**config.mk**
```make
export PLATFORM = sky130hd
export DESIGN_NAME = vout_dpi
export DESIGN_NICKNAME = d
export VERILOG_FILES = /design/src/rtl/vout_dpi.sv
export SDC_FILE = /design/constraint.sdc
export NUM_CORES = 1
export LEC_CHECK = 0
export BUFFER_PORTS_ARGS = -buffer_cell sky130_fd_sc_hd__buf_2
export CORE_ASPECT_RATIO = 1.1
export CORE_MARGIN = 8
export CORE_UTILIZATION = 59
export CTS_CLUSTER_DIAMETER = 150
export DETAILED_ROUTE_END_ITERATION = 8
export PLACE_DENSITY = 0.85
export SLEW_MARGIN = 40
export SYNTH_ARGS = -nofsm -noshare
export SYNTH_HDL_FRONTEND = slang
export SYNTH_SLANG_ARGS = --single-unit
```
**constraint.sdc**
```tcl
create_clock -name clk -period 5.9 [get_ports clk]
set_input_delay 0.59 -clock clk [delete_from_list [all_inputs] [get_ports clk]]
set_output_delay 0.59 -clock clk [all_outputs]
set_load 0.005 [all_outputs]
```
**src/rtl/vout_dpi.sv**
```systemverilog
// vout_dpi: DPI raster generator that serialises 4-pixel Y8 words into grey 24-bit RGB pixels.
module vout_dpi #(
    parameter int         H_ACTIVE = 800,
    parameter int         H_FP     = 40,
    parameter int         H_SYNC   = 48,
    parameter int         H_BP     = 40,
    parameter int         V_ACTIVE = 600,
    parameter int         V_FP     = 1,
    parameter int         V_SYNC   = 3,
    parameter int         V_BP     = 21,
    parameter logic       HS_POL   = 1'b0,
    parameter logic       VS_POL   = 1'b0,
    parameter logic [7:0] FILL     = 8'h00
) (
    input  logic        clk,
    input  logic        rst_n,
    input  logic        en,
    input  logic [31:0] s_pixel,
    input  logic        s_valid,
    output logic        s_ready,
    output logic        frame_start,
    output logic        underrun,
    output logic        dpi_vsync,
    output logic        dpi_hsync,
    output logic        dpi_de,
    output logic [23:0] dpi_pixel
);
    localparam int H_TOTAL = H_ACTIVE + H_FP + H_SYNC + H_BP;
    localparam int V_TOTAL = V_ACTIVE + V_FP + V_SYNC + V_BP;
    localparam int HW = $clog2(H_TOTAL);
    localparam int VW = $clog2(V_TOTAL);
    localparam logic [HW-1:0] H_LAST = HW'(H_TOTAL - 1);
    localparam logic [HW-1:0] H_ACT  = HW'(H_ACTIVE);
    localparam logic [HW-1:0] HS_BEG = HW'(H_ACTIVE + H_FP);
    localparam logic [HW-1:0] HS_END = HW'(H_ACTIVE + H_FP + H_SYNC);
    localparam logic [VW-1:0] V_LAST = VW'(V_TOTAL - 1);
    localparam logic [VW-1:0] V_ACT  = VW'(V_ACTIVE);
    localparam logic [VW-1:0] VS_BEG = VW'(V_ACTIVE + V_FP);
    localparam logic [VW-1:0] VS_END = VW'(V_ACTIVE + V_FP + V_SYNC);

    logic          running_q, running_d;
    logic [HW-1:0] h_q, h_d;
    logic [VW-1:0] v_q, v_d;
    logic [1:0]    lane_q, lane_d;
    logic [31:0]   word_q, word_d;
    logic          fill_q, fill_d;
    logic          de_q, de_d, hs_q, hs_d, vs_q, vs_d, fs_q, fs_d, ur_q, ur_d;
    logic [23:0]   pix_q, pix_d;
    logic          active_c, h_end, v_end;
    logic [7:0]    y_c;

    always_comb begin
        h_end     = h_q == H_LAST;
        v_end     = v_q == V_LAST;
        active_c  = running_q && h_q < H_ACT && v_q < V_ACT;
        s_ready   = active_c && lane_q == 2'd0;
        // en only matters when idle or on the last clock of a frame
        running_d = running_q ? (!(h_end && v_end) || en) : en;
        h_d       = (!running_q || h_end) ? '0 : h_q + 1'b1;
        v_d       = !running_q ? '0 : h_end ? (v_end ? '0 : v_q + 1'b1) : v_q;
        lane_d    = active_c ? lane_q + 2'd1 : 2'd0;
        word_d    = (s_ready && s_valid) ? s_pixel : word_q;
        fill_d    = s_ready ? !s_valid : fill_q;
        y_c       = s_ready ? (s_valid ? s_pixel[7:0] : FILL)
                            : (fill_q ? FILL : word_q[{lane_q, 3'b000} +: 8]);
        de_d      = active_c;
        pix_d     = active_c ? {3{y_c}} : '0;
        hs_d      = (running_q && h_q >= HS_BEG && h_q < HS_END) ? HS_POL : ~HS_POL;
        vs_d      = (running_q && v_q >= VS_BEG && v_q < VS_END) ? VS_POL : ~VS_POL;
        fs_d      = running_q && h_q == '0 && v_q == VS_BEG;
        ur_d      = ur_q || (s_ready && !s_valid);
    end

    always_ff @(posedge clk or negedge rst_n) begin
        if (!rst_n) begin
            running_q <= 1'b0;
            h_q       <= '0;
            v_q       <= '0;
            lane_q    <= '0;
            word_q    <= '0;
            fill_q    <= 1'b0;
            de_q      <= 1'b0;
            hs_q      <= ~HS_POL;
            vs_q      <= ~VS_POL;
            pix_q     <= '0;
            fs_q      <= 1'b0;
            ur_q      <= 1'b0;
        end else begin
            running_q <= running_d;
            h_q       <= h_d;
            v_q       <= v_d;
            lane_q    <= lane_d;
            word_q    <= word_d;
            fill_q    <= fill_d;
            de_q      <= de_d;
            hs_q      <= hs_d;
            vs_q      <= vs_d;
            pix_q     <= pix_d;
            fs_q      <= fs_d;
            ur_q      <= ur_d;
        end
    end

    assign dpi_de      = de_q;
    assign dpi_hsync   = hs_q;
    assign dpi_vsync   = vs_q;
    assign dpi_pixel   = pix_q;
    assign frame_start = fs_q;
    assign underrun    = ur_q;
endmodule
```
; After elaboration in Yosys (flattened, before gate mapping)
; Cells that the tools add are included.
[totals]
ff_bits = 85
output_inout_bits = 30
[op_classes]
add_sub_neg = 3
magnitude_cmp = 6
eq_ne = 4
n_shift = 1
muxes = 12
reduce_logical = 20
[ops]
columns = cell, n
row1 = $lt A10 B10 Y1 const B, 4
row2 = $mux W10, 4
row3 = $shiftx A32 B6 Y8, 1
row4 = $eq A10 B10 Y1 const B, 3
row5 = $mux W24, 1
row6 = $mux W8, 3
row7 = $add A10 B1 Y10 const B, 2
row8 = $ge A10 B10 Y1 const B, 2
row9 = $logic_and A1 B1 Y1, 12
row10 = $logic_not A10 Y1, 1
row11 = $logic_not A1 Y1, 3
row12 = $logic_or A1 B1 Y1, 3
row13 = $mux W1, 3
row14 = $add A2 B1 Y2 const B, 1
row15 = $logic_not A2 Y1, 1
row16 = $mux W2, 1
row17 = $ne A2 B1 Y1 const B, 1

; Longest topological paths before layout
; Gate-level depths: netlist of run 1.
[depth]
word_depth = 6
depth_mapped = 7

; Least setup slack after synthesis of run 1
; No wires, ideal clock.
[synth_timing]
path_kind = reg-to-reg
from = register h_q[7]
to = register word_q[10]
arrival_ns = 1.861
path_slack_ns = 3.914
path_stages_with_launch = 6
path_cell_list = dfrtp_1 -> or3_1 -> a32o_2 -> nor4_4 -> buf_6 -> mux2_2
[synth_between]
elab_chain_len = 5
[synth_lines]
columns = item, line
row1 = "start, declared", 42  ; logic [HW-1:0] h_q, h_d;
row2 = "start signal, assigned", 77  ; h_q <= '0;
row3 = "start signal, assigned", 90  ; h_q <= h_d;
row4 = $lt A10 B10 Y1, 55  ; active_c = running_q && h_q < H_ACT && v_q < V_ACT;
row5 = $logic_and A1 B1 Y1 (2 in a row), 55
row6 = $logic_and A1 B1 Y1, 56  ; s_ready = active_c && lane_q == 2'd0;
row7 = $logic_and A1 B1 Y1, 62  ; word_d = (s_ready && s_valid) ? s_pixel : word_q;
row8 = "end signal, assigned", 93  ; word_q <= word_d;
row9 = "end, declared", 45  ; logic [31:0] word_q, word_d;
; Every way passes these cells.
; A chain may end at the register's enable or synchronous reset.

; Final worst setup path of run 1
[layout_timing]
from = register h_q[7]
to = output port s_ready
[layout_between]
elab_chain_len = 4
[layout_lines]
columns = item, line
row1 = $lt A10 B10 Y1, 55
row2 = $logic_and A1 B1 Y1 (2 in a row), 55
row3 = $logic_and A1 B1 Y1, 56
row4 = "end, declared", 20  ; output logic s_ready,
; Every way passes these cells.

==> run summary, run 1 <==
The via count is 2276. The tools report the total setup violations reported at the end of the flow as 0. The layer flagged by global routing as most heavily used is met2. Leaving out fill and tap cells, the most frequent cells in the layout are sky130_fd_sc_hd__dfrtp_1, sky130_fd_sc_hd__buf_2, sky130_fd_sc_hd__mux2_2.

TritonCTS created 9 clock buffers. Counting every net in the synthesized netlist gives 318. From synthesis to final layout, the design area changed by 14.4%. Post-route minimum period: 2.57 ns. The mapped netlist covers 0.00333 mm². The number of antenna violations at the first check in global routing was 0. Setup repair after global routing left no endpoint under its margin. The worst pin sits at a relative slew slack of 59.5%.

The worst hold path belongs to the class input pin to async pin. The DRC violation count after routing came out at 0. For the final number of hold-violating endpoints, the log shows 0. The count of synthesis-stage warnings from yosys came out at 0.

During placement, the flow inserted port buffers numbering 65. The run gives 61.4% as the initial cell density of the core. The category of the worst setup path launch point was a register. Gates resized during post-CTS repair numbered 0. The tools report the met2 routing resource usage after global routing as 26.5%. After detailed routing, the number of vias per cell comes to 5.61.

The clock input transition at the sequential cells of the worst setup and hold paths was 0.07 ns. Maximum ir drop on the vdd rail: 0.222 mV. The tools report the start point of the critical path as h_q[7]$_DFF_PN0_.

Detailed-route wire length per cell: 16.4 µm. The tree is rooted in a sky130_fd_sc_hd__clkbuf_8. The layout has 395 filler cells. The max-slew violation total from the final report is 0. After synthesis, flip-flops and latches occupy 51.9% of the total area. The largest fanout on the critical path is 6. The number of synthesized register bits is 69. For met1 alone, demand over resource in global routing was 21.2%. Pin placement for this block handled 66 I/O pins. At the pin with the least slew margin, the transition time is 0.606 ns. The tools report the type of element capturing the critical path as an output pin. The leakage component of the power is 1.74 nW, and the number of inserted diodes is 0. For the total of hold buffers inserted after clock tree synthesis, the log shows 0. Most common library cell in the layout ignoring fill and taps: sky130_fd_sc_hd__dfrtp_1. For this run, the detailed router's first-pass iteration total came to 4.

For the via count of the first global-routing pass, the log shows 2251. In this run the horizontal extent of the chip is 87.7 µm. For this run, the post-layout net count is 369. The run gives 45 as the count of cell types in the netlist.

TritonCTS built the clock tree. The H-tree was split into 3 levels. For the gate count after technology mapping, the log shows 275.

The total half-perimeter wirelength after legalization and detailed placement was 4750 µm; the total length of routed wires was 6660 µm. Data on the critical path arrives at its endpoint at 1.98 ns. Power comes to 0.00102 W. In this run, the number of DRC markers left after iteration 0 of detailed routing was 138.

The launch instance of the worst register-to-register path was h_q[7]$_DFF_PN0_. The first global-routing pass estimated 10700 µm of wire. The logs give 70 for the largest net degree at the start of global routing and 0 ns for the setup TNS. The count of maximum capacitance violations is 0, and the mean instance size in the synthesized netlist is 12.1 µm². The power density over the cells works out to 267 mW/mm².

In this run the standard cell core region covers 0.00543 mm². Measured in cells, the most critical reg-to-reg path has a length of 5. The floorplan step defined a die boundary enclosing 0.00832 mm². Critical path start-end classification: register to output pin.

Based on the critical path, the design can be clocked at up to 389 MHz. The final RePlAce weighted congestion was 0.813. The tools report the number of antenna-violating nets in the routed design as 0.

The cell row count was 28; the total number of clock tree sinks was 69. The clock passes through at most 2 buffers. The total overflow left after global routing is 0. The run finished with clean final reports. The run gives 5.31 ns as the critical path required time.

Clock skew on the completed layout was measured at 0.00778 ns. The post-route clock period utilization is 43.6%, and the number of setup buffers added after CTS is 0. The overall global routing resource usage came out at 16.9%. In the final layout, the share of cells above drive strength 1 is 38.4%. For this run, global-route usage on met3 was measured as 3.91%. The die height is 94.8 µm, and the latest clock arrival within the worst-skew pair is 0.35 ns.
## report_power, final
group          leakage, nW  switching, W  internal [W]
Combinational        0.792     0.0000283     0.0000406
Clock                0.113      0.000187      0.000253
Sequential           0.839     0.0000132      0.000498
Total                 1.74      0.000228      0.000792
## critical path: stages (launching register included)
cell and delay (ns):
sky130_fd_sc_hd__dfrtp_1 0.45, sky130_fd_sc_hd__or3_1 0.40, sky130_fd_sc_hd__a32o_2 0.31, sky130_fd_sc_hd__nor3_1 0.30, sky130_fd_sc_hd__buf_2 0.19
## final cells by class
cell class              instances  area, µm²  share of cell area, %
multi-input cells             167       1370                   36.0
flip-flops and latches         69       1730                   45.3
clock buffers                  10        138                   3.61
well taps                      75       93.8                   2.46
clock inverters                 6       93.8                   2.46
repair buffers                 67        344                   9.02
inverters                      12       45.0                   1.18
## per-layer routing
layer / up-vias / part of all wire [%] / routed length, µm
met3: 9 / 5.9 / 393
li1: 1079 / - / -
met2: 70 / 50 / 3310
met1: 1118 / 42 / 2820
met5: - / 0 / 0
met4: 0 / 2.1 / 139
## kinds of logic after synthesis
logic type	count (synthesis)	synth area share, %
buffers and inverters	39	6.98
DFF	69	51.9
AOI/OAI and AO/OA	35	7.20
xor gates and xnor gates	8	2.10
adders and majority gates	7	2.63
muxes	40	16.2
and+or+nand+nor	77	13.0
## state kept, by name (all words and copies together) (netlist names), 2 cells and up
register / count
h_q: 10
lane_q: 2
dpi_pixel: 8
word_q: 32
v_q: 10
## final timing paths
| path | end | slack, ns |
|---|---|---|
| min reg2reg | word_q[20]$_DFFE_PN0P_ | 0.50 |
| max reg2reg | word_q[0]$_DFFE_PN0P_ | 3.70 |
| max in group asynchronous | v_q[4]$_DFFE_PN0N_ | 5.15 |
| max | s_ready | 3.33 |
| min in group clk | running_q$_DFF_PN0_ | 0.44 |
| min | v_q[5]$_DFFE_PN0N_ | 0.31 |
## through the flow
stage	cells	hold slack, ns	area (µm²)	worst slack [ns]	utilization (%)
after detailed placement	390	0.474	3580	3.69	65.9
after global placement	390	0.465	3580	3.71	65.9
after floorplan	275	0.294	3330	3.91	-
after CTS	406	0.423	3810	3.30	70.2
after global routing	406	0.366	3820	3.18	70.3
final	406	0.313	3820	3.33	70.3
## synthesized netlist by cell type, drive strengths merged
library cell	instances	share of area [%]
a21oi	8	1.2
dfrtp	67	50
a21o	2	0.45
and4b	2	0.60
o311ai	1	0.26
nand3	10	1.5
dfstp	2	1.6
mux4	8	5.4
nor2	21	2.4
xor2	2	0.53
nor4	1	0.64
nor3b	1	0.23
nor3	4	0.60
and2	4	0.75
o31ai	4	0.90
o41ai	1	0.26
nand3b	2	0.45
a22oi	8	1.8
o31a	1	0.26
or3	7	1.3
o21ai	6	1.0
inv	12	1.4
nor4b	2	0.53
and3	1	0.19
or4	4	0.90
and4bb	1	0.38
nand2	9	1.0
a2bb2oi	1	0.26
mux2	32	11
nand2b	1	0.19
a32o	1	0.34
or2	2	0.38
ha	7	2.6
a21boi	2	0.45
and4	1	0.26
clkbuf	6	0.71
xnor2	6	1.6
buf	21	4.9
nand4	4	0.75
Power figures use the tool's default switching activity.
==> run 2, diff against run 1 <==
--- a/config.mk
+++ b/config.mk
@@ -5,13 +5,14 @@
 export SDC_FILE = /design/constraint.sdc
 export NUM_CORES = 1
 export LEC_CHECK = 0
+export ABC_AREA = 1
 export BUFFER_PORTS_ARGS = -buffer_cell sky130_fd_sc_hd__buf_2
 export CORE_ASPECT_RATIO = 1.1
 export CORE_MARGIN = 8
-export CORE_UTILIZATION = 59
+export CORE_UTILIZATION = 56
 export CTS_CLUSTER_DIAMETER = 150
 export DETAILED_ROUTE_END_ITERATION = 8
-export PLACE_DENSITY = 0.85
+export PLACE_DENSITY = 0.8
 export SLEW_MARGIN = 40
 export SYNTH_ARGS = -nofsm -noshare
 export SYNTH_HDL_FRONTEND = slang
==> constraint.sdc (replaced) <==
create_clock -name clk -period 2.55 [get_ports clk]
set_input_delay 0.255 -clock clk [delete_from_list [all_inputs] [get_ports clk]]
set_output_delay 0.255 -clock clk [all_outputs]
set_load 0.005 [all_outputs]
==> run 2 against run 1 <==
Compared with the run above:
- first-iteration DRC count rose by 20%
- highest routed layer unchanged
- register-to-register slack got worse by 3.3 ns
- sequential cell count did not move
- largest cell class unchanged
- clock power rose by 130%
- worst setup slack got worse by 3.0 ns
==> run summary, run 2 <==
After the first detailed-routing iteration, the DRC count stood at 166. OpenSTA, run right after detailed placement, puts the worst setup slack at 0.467 ns. The largest registers in the layout are word_q x32, h_q x10, v_q x10. The floorplan die area is 0.00942 mm², and the area of the mapped netlist is 0.00368 mm². The switching power came out at 0.00142 W.

Global routing consumed, over all layers together, 18.5% of the routing resources. The maximum ir drop on the vdd rail was 0.503 mV. The total area inside the core boundary comes to 0.00648 mm². Setup slack on the critical path of the routed design comes to 0.324 ns. Setup repair after global routing left no endpoint under its margin. After the last flow step, the layout net total stands at 572. Number of CTS-inserted buffers: 9. The mean instance size in the synthesized netlist was 7.65 µm²; the clock input transition at the sequential cells of the worst setup and hold paths was 0.07 ns. Wires add up to 8490 µm. The sequential cell area fraction in the yosys report was 47.0%; the fraction of registers with async set/reset was 100%. In this run, the combinational gates consume 30.4% of the power. The arrival time of the worst setup path was 1.97 ns; the final number of hold-violating endpoints was 0.

The logs give 2.29 nW for the leakage component of the power and 6280 µm for the total half-perimeter wirelength after legalization and detailed placement. Post-route minimum period: 2.23 ns. The most common library cell in the layout ignoring fill and taps is sky130_fd_sc_hd__nand2_1. In this run, placement finished with an instance count of 599.

Excluding fillers, the count of instances in the completed layout stands at 616. The Yosys step of the flow raised 0 warnings. The logs give 0 for the max-slew violation total from the final report and 0.00847 ns for the worst-case clock skew. The tools report the final RePlAce weighted congestion as 0.917. For the wire length of the first global-routing pass, the log shows 14000 µm.

The cell with the most instances after synthesis is sky130_fd_sc_hd__nand2_1. The transition at the pin with the smallest max-transition slack is 0.631 ns. In the final timing run, aggregate negative setup slack is 0 ns. For the worst setup path, the data required time is 2.30 ns. Worst-path cell with the longest stage delay: sky130_fd_sc_hd__dfrtp_1. Of the total power, the clock network draws 25.3%. After detailed routing, the number of vias per cell comes to 5.24. Buffers placed on the I/O ports in this run total 65. The die height came out at 101 µm. Hold timing on the final database bottoms out at a slack of 0.107 ns. After technology mapping, the gate count stands at 481. Sorting the synthesized cells by area gives the leading types as sky130_fd_sc_hd__dfrtp_1, sky130_fd_sc_hd__nand2_1, sky130_fd_sc_hd__nor2_1, sky130_fd_sc_hd__buf_4, sky130_fd_sc_hd__nand4_1. The worst setup path is of the register to output pin kind. Internal cell power: 0.00258 W. Of all cell types, the one taking the most synthesized area is sky130_fd_sc_hd__dfrtp_1. The area growth from synthesis to layout is 12.9%. The die extent in x is 93.3 µm. The largest single stage delay on the critical path is 0.47 ns.

Entering global routing, the biggest net connects 37 pins. Counting the fill cells in the layout gives 558. The post-route netlist has 19.1% of its cells at a drive strength greater than 1. The register with the most flip-flops in the layout has 32 of them. Traced cell by cell, the critical path runs through clkinv_1 -> ha_1 -> nand3_4 -> inv_2 -> buf_2. The total of hold buffers inserted after clock tree synthesis was 0; the number of top-level design ports was 66. For the headroom to the max-slew limit, the log shows 57.9%.

Of the post-synthesis cell area, the dominant cell type holds 45.6%. Setup violations remaining at the end of the flow were counted as 0. TritonCTS built the clock tree. In the layout the commonest cells are sky130_fd_sc_hd__nand2_1, sky130_fd_sc_hd__dfrtp_1, sky130_fd_sc_hd__buf_2. The clock passes through at most 2 buffers. The logs give 4 for the number of iterations in the first detailed-routing pass and 44.3% for the sequential fraction of design power.

The detailed-route wire length per cell was 13.8 µm. Gates resized during post-CTS repair numbered 0. The worst setup path is captured at an output pin. The worst setup path is launched from a register. The tree is rooted in a sky130_fd_sc_hd__clkbuf_8. The run finished with clean final reports.

Clock latency on the worst-skew pair, taken at its later pin, is 0.34 ns. Once detail routing completed, the nets flagged for antenna violations numbered 0. The cell row count was 31; the number of enable flip-flop cells after synthesis was 0. For this configuration, the core starts out at a cell density of 56.8%. After global routing the overflow that remains totals 0. Counting flops per register, the top entry is word_q.

Of all nets on the critical path, the largest fanout is 11. The prevailing post-synth register cell was sky130_fd_sc_hd__dfrtp_1. The via count of the first global-routing pass is 3139, and the depth of the CTS H-tree is 3. The logs give 0 for the number of antenna violations at the first check in global routing and 0 for the number of setup buffers added after CTS. Number of inserted diodes: 0. The run gives 449 MHz as the maximum clock rate.

For the count of maximum capacitance violations, the log shows 0. Path class of the lowest-slack min-delay path: input pin to register. After synthesis, the netlist uses 33 different library cells. The worst path uses 87.3% of the clock period.

DRC violation count after routing: 0. In this run the power density over the cells is 961 mW/mm². The synthesized design contains 69 register bits.

Net switching is 35.5% of the power. The via count came out at 3229. The number of nets in the synthesized netlist is 524. The clock drives 69 sinks. In the synthesized netlist, the cells that appear most often are sky130_fd_sc_hd__nand2_1, sky130_fd_sc_hd__dfrtp_1, sky130_fd_sc_hd__nor2_1.
## run 2: worst paths after layout
check	start	slack, ns	endpoint	cells after the start
min	s_pixel[21]	0.11	word_q[21]$_DFFE_PN0P_	3
min in group asynchronous	rst_n	0.40	word_q[23]$_DFFE_PN0P_	2
max	lane_q[1]$_DFF_PN0_	0.32	s_ready	5
min reg2reg	underrun$_DFF_PN0_	0.47	underrun$_DFF_PN0_	1
max reg2reg	lane_q[1]$_DFF_PN0_	0.42	word_q[14]$_DFFE_PN0P_	5
max in group asynchronous	rst_n	1.53	dpi_vsync$_DFF_PN1_	3
## run 2: routing by layer
| metal | vias to the layer above | part of all wire [%] | GRT usage (%) |
|---|---|---|---|
| met5 | - | 0 | 0 |
| met4 | 0 | 2.1 | 8.81 |
| met3 | 19 | 8.5 | 4.99 |
| met2 | 144 | 50 | 31.8 |
| met1 | 1469 | 40 | 20.6 |
| li1 | 1597 | - | - |
## run 2: stage by stage
stage          power [W]  cell area [µm²]  util, %
2_1_floorplan    0.00271             3680        -
3_3_place_gp     0.00294             3920     60.4
3_5_place_dp     0.00299             3920     60.4
4_1_cts          0.00402             4140     63.9
5_1_grt          0.00430             4150     64.1
6_report         0.00399             4150     64.1
## run 2: final cells by class
| cell class | instances | area, µm² | area share [%] |
|---|---|---|---|
| timing repair buffer | 72 | 395 | 9.52 |
| inverter | 36 | 135 | 3.25 |
| tap | 82 | 103 | 2.47 |
| clock inverter | 4 | 70.1 | 1.69 |
| sequential | 69 | 1730 | 41.6 |
| multi-input combinational | 341 | 1570 | 37.7 |
| clock buffer | 12 | 155 | 3.74 |
## run 2: worst max-delay path, delay by kind of cell (launching register included)
| kind | cells | cell delay, ns |
|---|---|---|
| fa+ha+maj | 1 | 0.43 |
| flops | 1 | 0.47 |
| buf+inv | 3 | 0.47 |
| simple gates | 1 | 0.24 |
## run 2: cell families after synthesis
kind of cell / count (synthesis) / share of synthesized area, %
AND/OR/NAND/NOR: 298 / 34.9
buffers and inverters: 71 / 10.5
flip-flops: 69 / 47.0
AO/OA/AOI/OAI: 36 / 5.27
adder cells (fa/ha/maj): 7 / 2.38
## run 2: power by group through the flow
stage	registers [W]	logic (W)	clock network [W]
final	0.00177	0.00121	0.00101
after detailed placement	0.00178	0.00121	0
after global routing	0.00183	0.00140	0.00107
after CTS	0.00177	0.00122	0.00103
after floorplan	0.00169	0.00102	0
after global placement	0.00177	0.00117	0
==> run 3, diff against run 2 <==
--- a/config.mk
+++ b/config.mk
@@ -6,11 +6,11 @@
 export NUM_CORES = 1
 export LEC_CHECK = 0
 export ABC_AREA = 1
-export BUFFER_PORTS_ARGS = -buffer_cell sky130_fd_sc_hd__buf_2
+export BUFFER_PORTS_ARGS = -buffer_cell sky130_fd_sc_hd__buf_4
 export CORE_ASPECT_RATIO = 1.1
 export CORE_MARGIN = 8
 export CORE_UTILIZATION = 56
-export CTS_CLUSTER_DIAMETER = 150
+export CTS_CLUSTER_DIAMETER = 30
 export DETAILED_ROUTE_END_ITERATION = 8
 export PLACE_DENSITY = 0.8
 export SLEW_MARGIN = 40
==> run 3 against run 2 <==
Compared with the run above:
- combinational power up 7%
- sequential power about the same
- via count down 1.6%
- clock skew down 0.0031 ns
- global-route usage up 0.072 points
- cell area up 2.1%
- sequential share of layout area down 0.87 points
- critical path type unchanged
==> run summary, run 3 (synthesis results as in run 2) <==
The flow ran to the end, and the final reports show no timing, DRC or antenna violations. STA classifies the critical path startpoint as a register. Walking the worst path, the cells encountered are clkinv_1 -> ha_1 -> nand3_4 -> inv_2 -> buf_4. The total half-perimeter wirelength after legalization and detailed placement came out at 6170 µm.

In the routed layout, each cell is associated on average with a via count of 5.16. Final RePlAce weighted congestion: 0.890. The wire length of the first global-routing pass came out at 14000 µm. The kind of cell with the highest combined delay along the critical path is flip-flops. Critical path start-end classification: register to output pin. Data arrives at the worst endpoint at 1.85 ns.

The number of buffers and inverters on the critical path is 3. CTS saw 69 sinks. The register with the most flip-flops in the layout has 32 of them. The count of nets left with antenna violations once routing finished came out at 0. The number of inserted diodes was 0. Of the total power, registers draw 46.4%.

The number of setup buffers added after CTS is 0. The leakage component of the power is 2.30 nW, and the final worst slack is 0.441 ns. 66 I/O pins were placed. Summed over all failing endpoints, the final setup total negative slack is 0 ns. The total overflow left after global routing is 0. Entering global routing, the biggest net connects 70 pins. Global routing used 18.6% of the available tracks. Max-slew violation total from the final report: 0. Based on the critical path, the design can be clocked at up to 474 MHz. In this run the core area contains 31 standard-cell rows. In the layout the commonest cells are sky130_fd_sc_hd__nand2_1, sky130_fd_sc_hd__buf_4, sky130_fd_sc_hd__dfrtp_1. In the final design database the tool counted 572 nets. The clock passes through at most 2 buffers. Across the VDD grid, the largest voltage drop is 0.477 mV. Setup repair after global routing left no endpoint under its margin. Number of violations reported at the end of detailed-routing iteration 0: 126. The number of antenna violations at the first check in global routing was 0. Before CTS, the worst setup slack after placement is 0.506 ns. The clock input transition at the sequential cells of the worst setup and hold paths is 0.07 ns. Most common library cell in the layout ignoring fill and taps: sky130_fd_sc_hd__nand2_1. Power density over the cells: 909 mW/mm².

The clock arrives with 0.00536 ns of skew. The count of maximum capacitance violations was 0; the largest fanout on the critical path was 11. The run gives 0.00246 W as the internal cell power.

The floorplan step set the die height to 101 µm. Counting I/O delays and the setup requirement, the final critical path takes 2.11 ns. The via count of the first global-routing pass was 3113; the part of the total power dissipated in the clock network was 19.8%. Transition at the pin with the smallest max-transition slack: 0.600 ns.

On the worst path, the slowest cell contributes a delay of 0.51 ns. Setup violations remaining at the end of the flow were counted as 0. In the final layout, the share of cells above drive strength 1 is 18.5%.

At the worst endpoint, the required time is 2.30 ns. Worst-case hold slack: 0.101 ns. The core outline area was 0.00648 mm²; the number of port buffers was 65.

The latest clock arrival within the worst-skew pair came out at 0.34 ns. Clock tree synthesis selected as its root buffer the cell sky130_fd_sc_hd__clkbuf_8. The final standard cell utilization of the core was 65.5%. The tools report the total length of routed wires as 8380 µm.

Counting flops per register, the top entry is word_q. The depth of the CTS H-tree came out at 3. Path class of the lowest-slack min-delay path: input pin to register. The final number of hold-violating endpoints is 0. The number of clock buffers added by TritonCTS is 9.

The largest registers in the layout are word_q x32, h_q x10, v_q x10. In this run, the combinational gates consume 33.8% of the power. The worst setup path is captured at an output pin.

Dividing the final minimum period by the clock period gives 82.7%. Headroom to the max-slew limit came out at 59.9%. Detailed routing inserted a total of 3177 vias.

On the critical path, the stage with the largest delay is an instance of sky130_fd_sc_hd__dfrtp_1. The initial utilization of the core area, before any placement, comes to 56.8%. The floorplan die area is 0.00942 mm², and the switching portion of total power is 36.3%. TritonCTS built the clock tree. The layout overhead on the synthesized area was 15.3%; the switching power was 0.00140 W.

Dividing the detail-routed wire length by the instance count gives 13.6 µm. The logs give 0.00386 W for the total power after layout and 0 for the DRC violation count after routing. The die is 93.3 µm wide. The run gives 5 as the number of iterations in the first detailed-routing pass.
-- run 3: metal layers --
layer | share of wire, % | up-vias | track usage (%)
met4 | 3.1 | 0 | 9.68
li1 | - | 1599 | -
met5 | 0 | - | 0
met1 | 41 | 1437 | 21.2
met3 | 7.2 | 26 | 5.37
met2 | 49 | 115 | 30.7
-- run 3: worst reg2reg max path, cell delays in order (launching register included) --
cell,delay (ns)
sky130_fd_sc_hd__dfrtp_1,0.51
sky130_fd_sc_hd__clkinv_1,0.30
sky130_fd_sc_hd__ha_1,0.32
sky130_fd_sc_hd__buf_4,0.19
sky130_fd_sc_hd__nand3_2,0.44
sky130_fd_sc_hd__nand2_1,0.11
sky130_fd_sc_hd__nand2_1,0.10
-- run 3: repair_timing --
| item | CTS | global route |
|---|---|---|
| gates resized for setup | 0 | 0 |
| hold buffers | 0 | 1 |
| endpoints found under the hold margin | 0 | 67 |
-- run 3: stage by stage --
step	instance area (µm²)	std cells
final	4240	616
after global routing	4240	616
after CTS	4230	615
after detailed placement	4070	599
after global placement	4070	599
after floorplan	3680	481
-- run 3: area by class of cell --
class	count	area, µm²
Tap cell	82	103
Timing Repair Buffer	72	547
Fill cell	583	2240
Clock buffer	14	153
Sequential cell	69	1730
Clock inverter	2	10.0
Inverter	36	135
Multi-Input combinational cell	341	1570
-- run 3: path summary, 6_finish.rpt --
path	from	endpoint	slack [ns]	cells past startpoint
min in group asynchronous	rst_n	word_q[23]$_DFFE_PN0P_	0.47	2
min	s_pixel[27]	word_q[27]$_DFFE_PN0P_	0.10	3
max	lane_q[1]$_DFF_PN0_	s_ready	0.44	5
max reg2reg	lane_q[1]$_DFF_PN0_	word_q[6]$_DFFE_PN0P_	0.53	6
max in group asynchronous	rst_n	h_q[0]$_DFF_PN0_	1.66	2
min reg2reg	h_q[0]$_DFF_PN0_	h_q[0]$_DFF_PN0_	0.48	1
-- run 3: power groups by stage --
stage / clock [W] / sequential [W] / combinational (W)
3_5_place_dp: 0 / 0.00179 / 0.00131
4_1_cts: 0.000782 / 0.00178 / 0.00132
6_report: 0.000765 / 0.00179 / 0.00130
2_1_floorplan: 0 / 0.00169 / 0.00102
3_3_place_gp: 0 / 0.00180 / 0.00127
5_1_grt: 0.000834 / 0.00183 / 0.00151
